<file path="config.mk">
export PLATFORM = sky130hd
export DESIGN_NAME = uart_rx
export DESIGN_NICKNAME = d
export VERILOG_FILES = /design/src/rtl/uart_rx_pkg.sv /design/src/rtl/uart_baud_tick.sv /design/src/rtl/uart_rx.sv
export SDC_FILE = /design/constraint.sdc
export NUM_CORES = 1
export LEC_CHECK = 0
export CORE_ASPECT_RATIO = 1.75
export CORE_MARGIN = 2
export CORE_UTILIZATION = 53
export CTS_BUF_LIST = sky130_fd_sc_hd__clkbuf_8
export DETAILED_ROUTE_END_ITERATION = 10
export HOLD_SLACK_MARGIN = 0.05
export PLACE_DENSITY = 0.77
export SKIP_CTS_REPAIR_TIMING = 1
export SLEW_MARGIN = 20
export SYNTH_ARGS = -nofsm -noshare
export SYNTH_HDL_FRONTEND = slang
export SYNTH_SLANG_ARGS = --single-unit
</file>
<file path="constraint.sdc">
create_clock -name clk -period 1.8 [get_ports clk]
set_input_delay 0.27 -clock clk [delete_from_list [all_inputs] [get_ports clk]]
set_output_delay 0.27 -clock clk [all_outputs]
set_load 0.05 [all_outputs]
</file>
<file path="src/rtl/uart_rx_pkg.sv">
// Shared definitions for the UART receiver: FSM state encoding, default oversampling and
// the 2-of-3 majority vote used for bit decisions.
package uart_rx_pkg;

  typedef enum logic [2:0] {
    ST_IDLE  = 3'd0,
    ST_START = 3'd1,
    ST_DATA  = 3'd2,
    ST_STOP  = 3'd3,
    ST_BREAK = 3'd4
  } state_e;

  localparam int unsigned DEF_OVERSAMPLE = 16;

  function automatic logic maj3(input logic a, input logic b, input logic c);
    return (a & b) | (a & c) | (b & c);
  endfunction

endpackage

</file>
<file path="src/rtl/uart_baud_tick.sv">
// Oversampling tick divider: one-cycle tick every DIV clocks, held in phase 0 while clr=1.
// Latency: first tick DIV clocks after clr drops. No backpressure.
module uart_baud_tick #(
  parameter int unsigned CLK_FREQ   = 60000000,
  parameter int unsigned BAUD       = 115200,
  parameter int unsigned OVERSAMPLE = 16
) (
  input  logic clk,
  input  logic reset,
  input  logic clr,
  output logic tick
);

  localparam int unsigned DIV = (CLK_FREQ + BAUD * OVERSAMPLE / 2) / (BAUD * OVERSAMPLE);
  localparam int unsigned CW  = (DIV > 1) ? $clog2(DIV) : 1;
  localparam logic [CW-1:0] LAST = CW'(DIV - 1);

  logic [CW-1:0] cnt_q, cnt_d;

  assign tick = !clr && (cnt_q == LAST);

  always_comb begin
    cnt_d = cnt_q;
    if (clr || tick) cnt_d = '0;
    else             cnt_d = cnt_q + 1'b1;
  end

  always_ff @(posedge clk or negedge reset) begin
    if (!reset) cnt_q <= '0;
    else        cnt_q <= cnt_d;
  end

endmodule

</file>
<file path="src/rtl/uart_rx.sv">
// 8N1 UART receiver with majority-voted mid-bit sampling and a single-entry valid/ready output.
// Latency ~9.5 bit times + 2-3 clks; a byte finishing while valid&&!ready is dropped (overrun).
module uart_rx
  import uart_rx_pkg::*;
#(
  parameter int unsigned CLK_FREQ   = 60000000,
  parameter int unsigned BAUD       = 115200,
  parameter int unsigned OVERSAMPLE = DEF_OVERSAMPLE
) (
  input  logic       clk,
  input  logic       reset,
  input  logic       rx,
  output logic [7:0] data,
  output logic       valid,
  input  logic       ready,
  output logic       frame_err,
  output logic       overrun,
  output logic       busy
);

  localparam int unsigned SW = $clog2(OVERSAMPLE);
  localparam logic [SW-1:0] MID   = SW'(OVERSAMPLE / 2 + 1);
  localparam logic [SW-1:0] SMP0  = SW'(OVERSAMPLE / 2 - 1);
  localparam logic [SW-1:0] SMP1  = SW'(OVERSAMPLE / 2);
  localparam logic [SW-1:0] LASTS = SW'(OVERSAMPLE - 1);

  logic [1:0]    sync_q;
  logic          rxs;
  state_e        state_q, state_d;
  logic [SW-1:0] s_q, s_d;
  logic [2:0]    bit_q, bit_d;
  logic [1:0]    smp_q, smp_d;
  logic [7:0]    sr_q, sr_d;
  logic [7:0]    data_q, data_d;
  logic          valid_q, valid_d;
  logic          ferr_q, ferr_d;
  logic          ovr_q, ovr_d;
  logic          tick, mid, bitval;

  assign rxs = sync_q[1];

  uart_baud_tick #(
    .CLK_FREQ  (CLK_FREQ),
    .BAUD      (BAUD),
    .OVERSAMPLE(OVERSAMPLE)
  ) u_tick (
    .clk  (clk),
    .reset(reset),
    .clr  (state_q == ST_IDLE),
    .tick (tick)
  );

  assign mid    = tick && (s_q == MID);
  assign bitval = maj3(smp_q[0], smp_q[1], rxs);

  always_comb begin
    state_d = state_q;
    s_d     = s_q;
    bit_d   = bit_q;
    smp_d   = smp_q;
    sr_d    = sr_q;
    data_d  = data_q;
    valid_d = valid_q;
    ferr_d  = 1'b0;
    ovr_d   = 1'b0;

    if (valid_q && ready) valid_d = 1'b0;

    // The sample counter free-runs across bits so mid points stay exactly OVERSAMPLE ticks apart.
    if (tick) begin
      s_d = (s_q == LASTS) ? '0 : s_q + 1'b1;
      if (s_q == SMP0) smp_d[0] = rxs;
      if (s_q == SMP1) smp_d[1] = rxs;
    end

    unique case (state_q)
      ST_IDLE: begin
        s_d   = '0;
        bit_d = '0;
        if (!rxs) state_d = ST_START;
      end
      ST_START: begin
        if (mid) begin
          if (bitval) state_d = ST_IDLE;
          else begin
            state_d = ST_DATA;
            bit_d   = '0;
          end
        end
      end
      ST_DATA: begin
        if (mid) begin
          sr_d[bit_q] = bitval;
          bit_d       = bit_q + 1'b1;
          if (bit_q == 3'd7) state_d = ST_STOP;
        end
      end
      ST_STOP: begin
        if (mid) begin
          if (bitval) begin
            state_d = ST_IDLE;
            if (!valid_q || ready) begin
              data_d  = sr_q;
              valid_d = 1'b1;
            end else begin
              ovr_d = 1'b1;
            end
          end else begin
            ferr_d  = 1'b1;
            state_d = ST_BREAK;
          end
        end
      end
      ST_BREAK: begin
        if (rxs) state_d = ST_IDLE;
      end
      default: state_d = ST_IDLE;
    endcase
  end

  always_ff @(posedge clk or negedge reset) begin
    if (!reset) begin
      sync_q  <= 2'b11;
      state_q <= ST_IDLE;
      s_q     <= '0;
      bit_q   <= '0;
      smp_q   <= '0;
      sr_q    <= '0;
      data_q  <= '0;
      valid_q <= 1'b0;
      ferr_q  <= 1'b0;
      ovr_q   <= 1'b0;
    end else begin
      sync_q  <= {sync_q[0], rx};
      state_q <= state_d;
      s_q     <= s_d;
      bit_q   <= bit_d;
      smp_q   <= smp_d;
      sr_q    <= sr_d;
      data_q  <= data_d;
      valid_q <= valid_d;
      ferr_q  <= ferr_d;
      ovr_q   <= ovr_d;
    end
  end

  assign data      = data_q;
  assign valid     = valid_q;
  assign frame_err = ferr_q;
  assign overrun   = ovr_q;
  assign busy      = (state_q != ST_IDLE);

endmodule

</file>
==> impl_metrics.csv <==
group,metric,value,unit
cts,clock-root-buffer,"clkbuf_8",
cts,ctsLongestPathBuffers,2,
detailed_routing,via_count,1394,
sta,timing.slew.headroom,65.9,%
worst_setup_path,worst-path-max-fanout,4,
sta,fin_crit,1.87,ns
worst_setup_path,worstPathRequired,1.99,ns
global_route,first_global_vias,1390,
cts,clkTransAtPathRegs,0.08,ns
cts,htree_levels,2,
pwr,p_total,1.76,mW
worst_setup_path,arrival,2.06,ns
sta,clock_skew,0.0108,ns
synth,synth.distinct_cells,36,
synth,yosysWarnings,0,
detailed_routing,vias_per_cell,5.74,
floorplanning,rows,28,
synth,synth_cells,158,
layout,fillerInstances,226,
synth,synth_area_leaders,"dfrtp_1, mux2_2, ha_1",
layout,finalNonFillerCells,243,
place,dp.cells,229,
synth,synth_top_area_cell,"dfrtp_1",
detailed_routing,route.final.wire_length,4440,µm
job,maxCapViolCount,0,
sta,fmax,535,MHz
sta,setup_viol,14,
place,place_congestion,0.819,
global_route,grt_overflow_total,0,
floorplanning,die_height,81.9,µm
synth,synth_seq_cells,39,
cts,worstSkewPairLatency,0.30,ns
worst_setup_path,setup.worst_path.start_class,"flip-flop",
place,hpwl,2790,µm
synth,synth_top_cell_area_share,50.4,%
floorplanning,die_w,48.5,µm
global_route,grt_pass1_wl,6440,µm
sta,rsz0062_at_grt,"true",
worst_setup_path,worstSetupPathType,"reg2reg",
pwr,irDropWorstVdd,0.834,mV
detailed_routing,drt_iter0_markers,25,
layout,syn_to_final_growth,33.7,%
floorplanning,initial_core_util,54.6,%
global_route,grt_start_max_net_pins,40,
sta,drv_slew,0,
detailed_routing,drt_first_pass_iters,4,
floorplanning,ioPinCount,16,
global_route,grt.total_usage,22.1,%
sta,hold_viol_final,0,
cts,cts_buffers,5,
cts,cts_tree,"done",
detailed_routing,ant_nets,0,
pwr,cellLeakagePower,1.17,nW
floorplanning,coreArea,3360,µm²
layout,final_cell_mix,"dfrtp_1, buf_4, nor2_1, mux2_4, clkdlybuf4s50_1",
place,post-place-ws,-0.0272,ns
synth,syn_avg_cell_area,11.6,µm²
detailed_routing,wl_per_cell,18.3,µm
pwr,pwr_density_cell,718,nW/µm²
layout,layout_commonest_cell,"dfrtp_1",
sta,worst_slack,-0.0697,ns
cts,numClockSinks,39,
synth,synth-seq-area-share,53.3,%
place,portBuffers,15,
worst_setup_path,cp-end-kind,"flip-flop",
worst_setup_path,r2r_cells,7,
worst_setup_path,r2r_slack,-0.07,ns
sta,worst_pin_slew,0.509,ns
synth,synth_top_flop_cell,"dfrtp_1",
global_route,antenna_found_initial,0,
layout,fin_nets,208,
synth,synthArstFlopShare,100,%
floorplanning,dieArea,3970,µm²
sta,tns,-0.311,ns
layout,antenna_cells,0,
detailed_routing,route.detailed.drc,0,
layout,drive_gt1_share,38.9,%
synth,syn_nets,169,
worst_setup_path,rr_endpoint,"sr_q[2]$_DFFE_PN0P_",
sta,fin_crit_sh,104,%
synth,synth_edf_count,0,
outcome,status,"finished with violations",
hold_path,worstHoldPathType,"in2async",
outcome,violations,"setup timing",
synth,syn_area,1840,µm²
worst_setup_path,r2r_start,"s_q[1]$_DFFE_PN0N_",
-- layer usage --
layer	up-vias	GRT usage, %	routed length [µm]
met3	13	4.36	131
met1	713	21.5	1650
met2	31	42.9	2520
li1	637	-	-
met4	0	12.9	128
met5	-	0	0
-- area by class of cell --
| cell class | instances | area [µm²] | area share (%) |
|---|---|---|---|
| Timing Repair Buffer | 39 | 347 | 14.1 |
| Inverter | 5 | 18.8 | 0.765 |
| Sequential cell | 39 | 980 | 39.9 |
| Tap cell | 45 | 56.3 | 2.29 |
| Multi-Input combinational cell | 107 | 921 | 37.5 |
| Clock inverter | 3 | 63.8 | 2.60 |
| Clock buffer | 5 | 68.8 | 2.80 |
-- synthesized netlist by cell type, types with 2 or more instances --
cell / n
o21ai_0: 2
nand2b_1: 3
ha_1: 7
nor4b_1: 3
xor2_1: 3
a21oi_1: 6
nand3_1: 5
a32o_1: 2
clkbuf_1: 6
dfrtp_1: 37
nand4_1: 4
mux2_2: 18
xnor2_1: 2
nor2_1: 17
and3_2: 2
nor3_1: 7
nand4b_1: 2
nand2_1: 9
dfstp_2: 2
inv_1: 5
-- per-stage QoR --
step / hold slack (ns) / util [%] / area [µm²]
2_1_floorplan: -0.0256 / - / 1840
3_3_place_gp: 0.339 / 64.3 / 2160
3_5_place_dp: 0.348 / 64.3 / 2160
4_1_cts: 0.0263 / 68.2 / 2290
5_1_grt: 0.0542 / 73.0 / 2450
6_report: 0.00678 / 73.0 / 2450
-- how the worst max path moves through the flow --
stage               depth (start not counted)  slack, ns             endpoint                 startpoint
detailed placement                          6      -0.03  data[6]$_DFFE_PN0P_                      ready
floorplan                                   4      -0.05  data[0]$_DFFE_PN0P_  u_tick.cnt_q[4]$_DFF_PN0_
CTS                                         4      -0.07                 busy     state_q[2]$_DFFE_PN0P_
global route                                7      -0.16  sr_q[2]$_DFFE_PN0P_         s_q[1]$_DFFE_PN0N_
finish                                      7      -0.07  sr_q[2]$_DFFE_PN0P_         s_q[1]$_DFFE_PN0N_
global placement                            5     -0.007  sr_q[1]$_DFFE_PN0P_  u_tick.cnt_q[4]$_DFF_PN0_
-- state kept, by name, indices dropped and copies added, names as in the netlist --
name / cells
bit_q: 3
sr_q: 8
state_q: 3
overrun: 1
frame_err: 1
s_q: 4
sync_q: 2
valid: 1
data: 8
smp_q: 2
u_tick.cnt_q: 6
-- worst max-delay path, stage by stage, from the launching register on --
cell	delay, ns
dfrtp_1	0.40
inv_2	0.09
ha_4	0.13
and3b_2	0.22
buf_4	0.14
nand4_1	0.21
nor2_1	0.24
mux2_4	0.33
-- logic make-up (layout without fill, tap and decap cells) --
family	after synthesis	in the layout	synth area share (%)
buf+inv	12	52	2.52
xor+xnor	5	5	2.39
flops	39	39	53.3
mux	18	18	11.0
simple gates	61	61	19.8
fa+ha+maj	8	8	5.32
compound gates	15	15	5.66
-- where the power goes --
group          internal [mW]  switching (mW)
Clock                  0.548           0.307
Sequential             0.880         0.00105
Combinational        0.00790          0.0189
No activity file was read; power rests on OpenSTA's default activity.
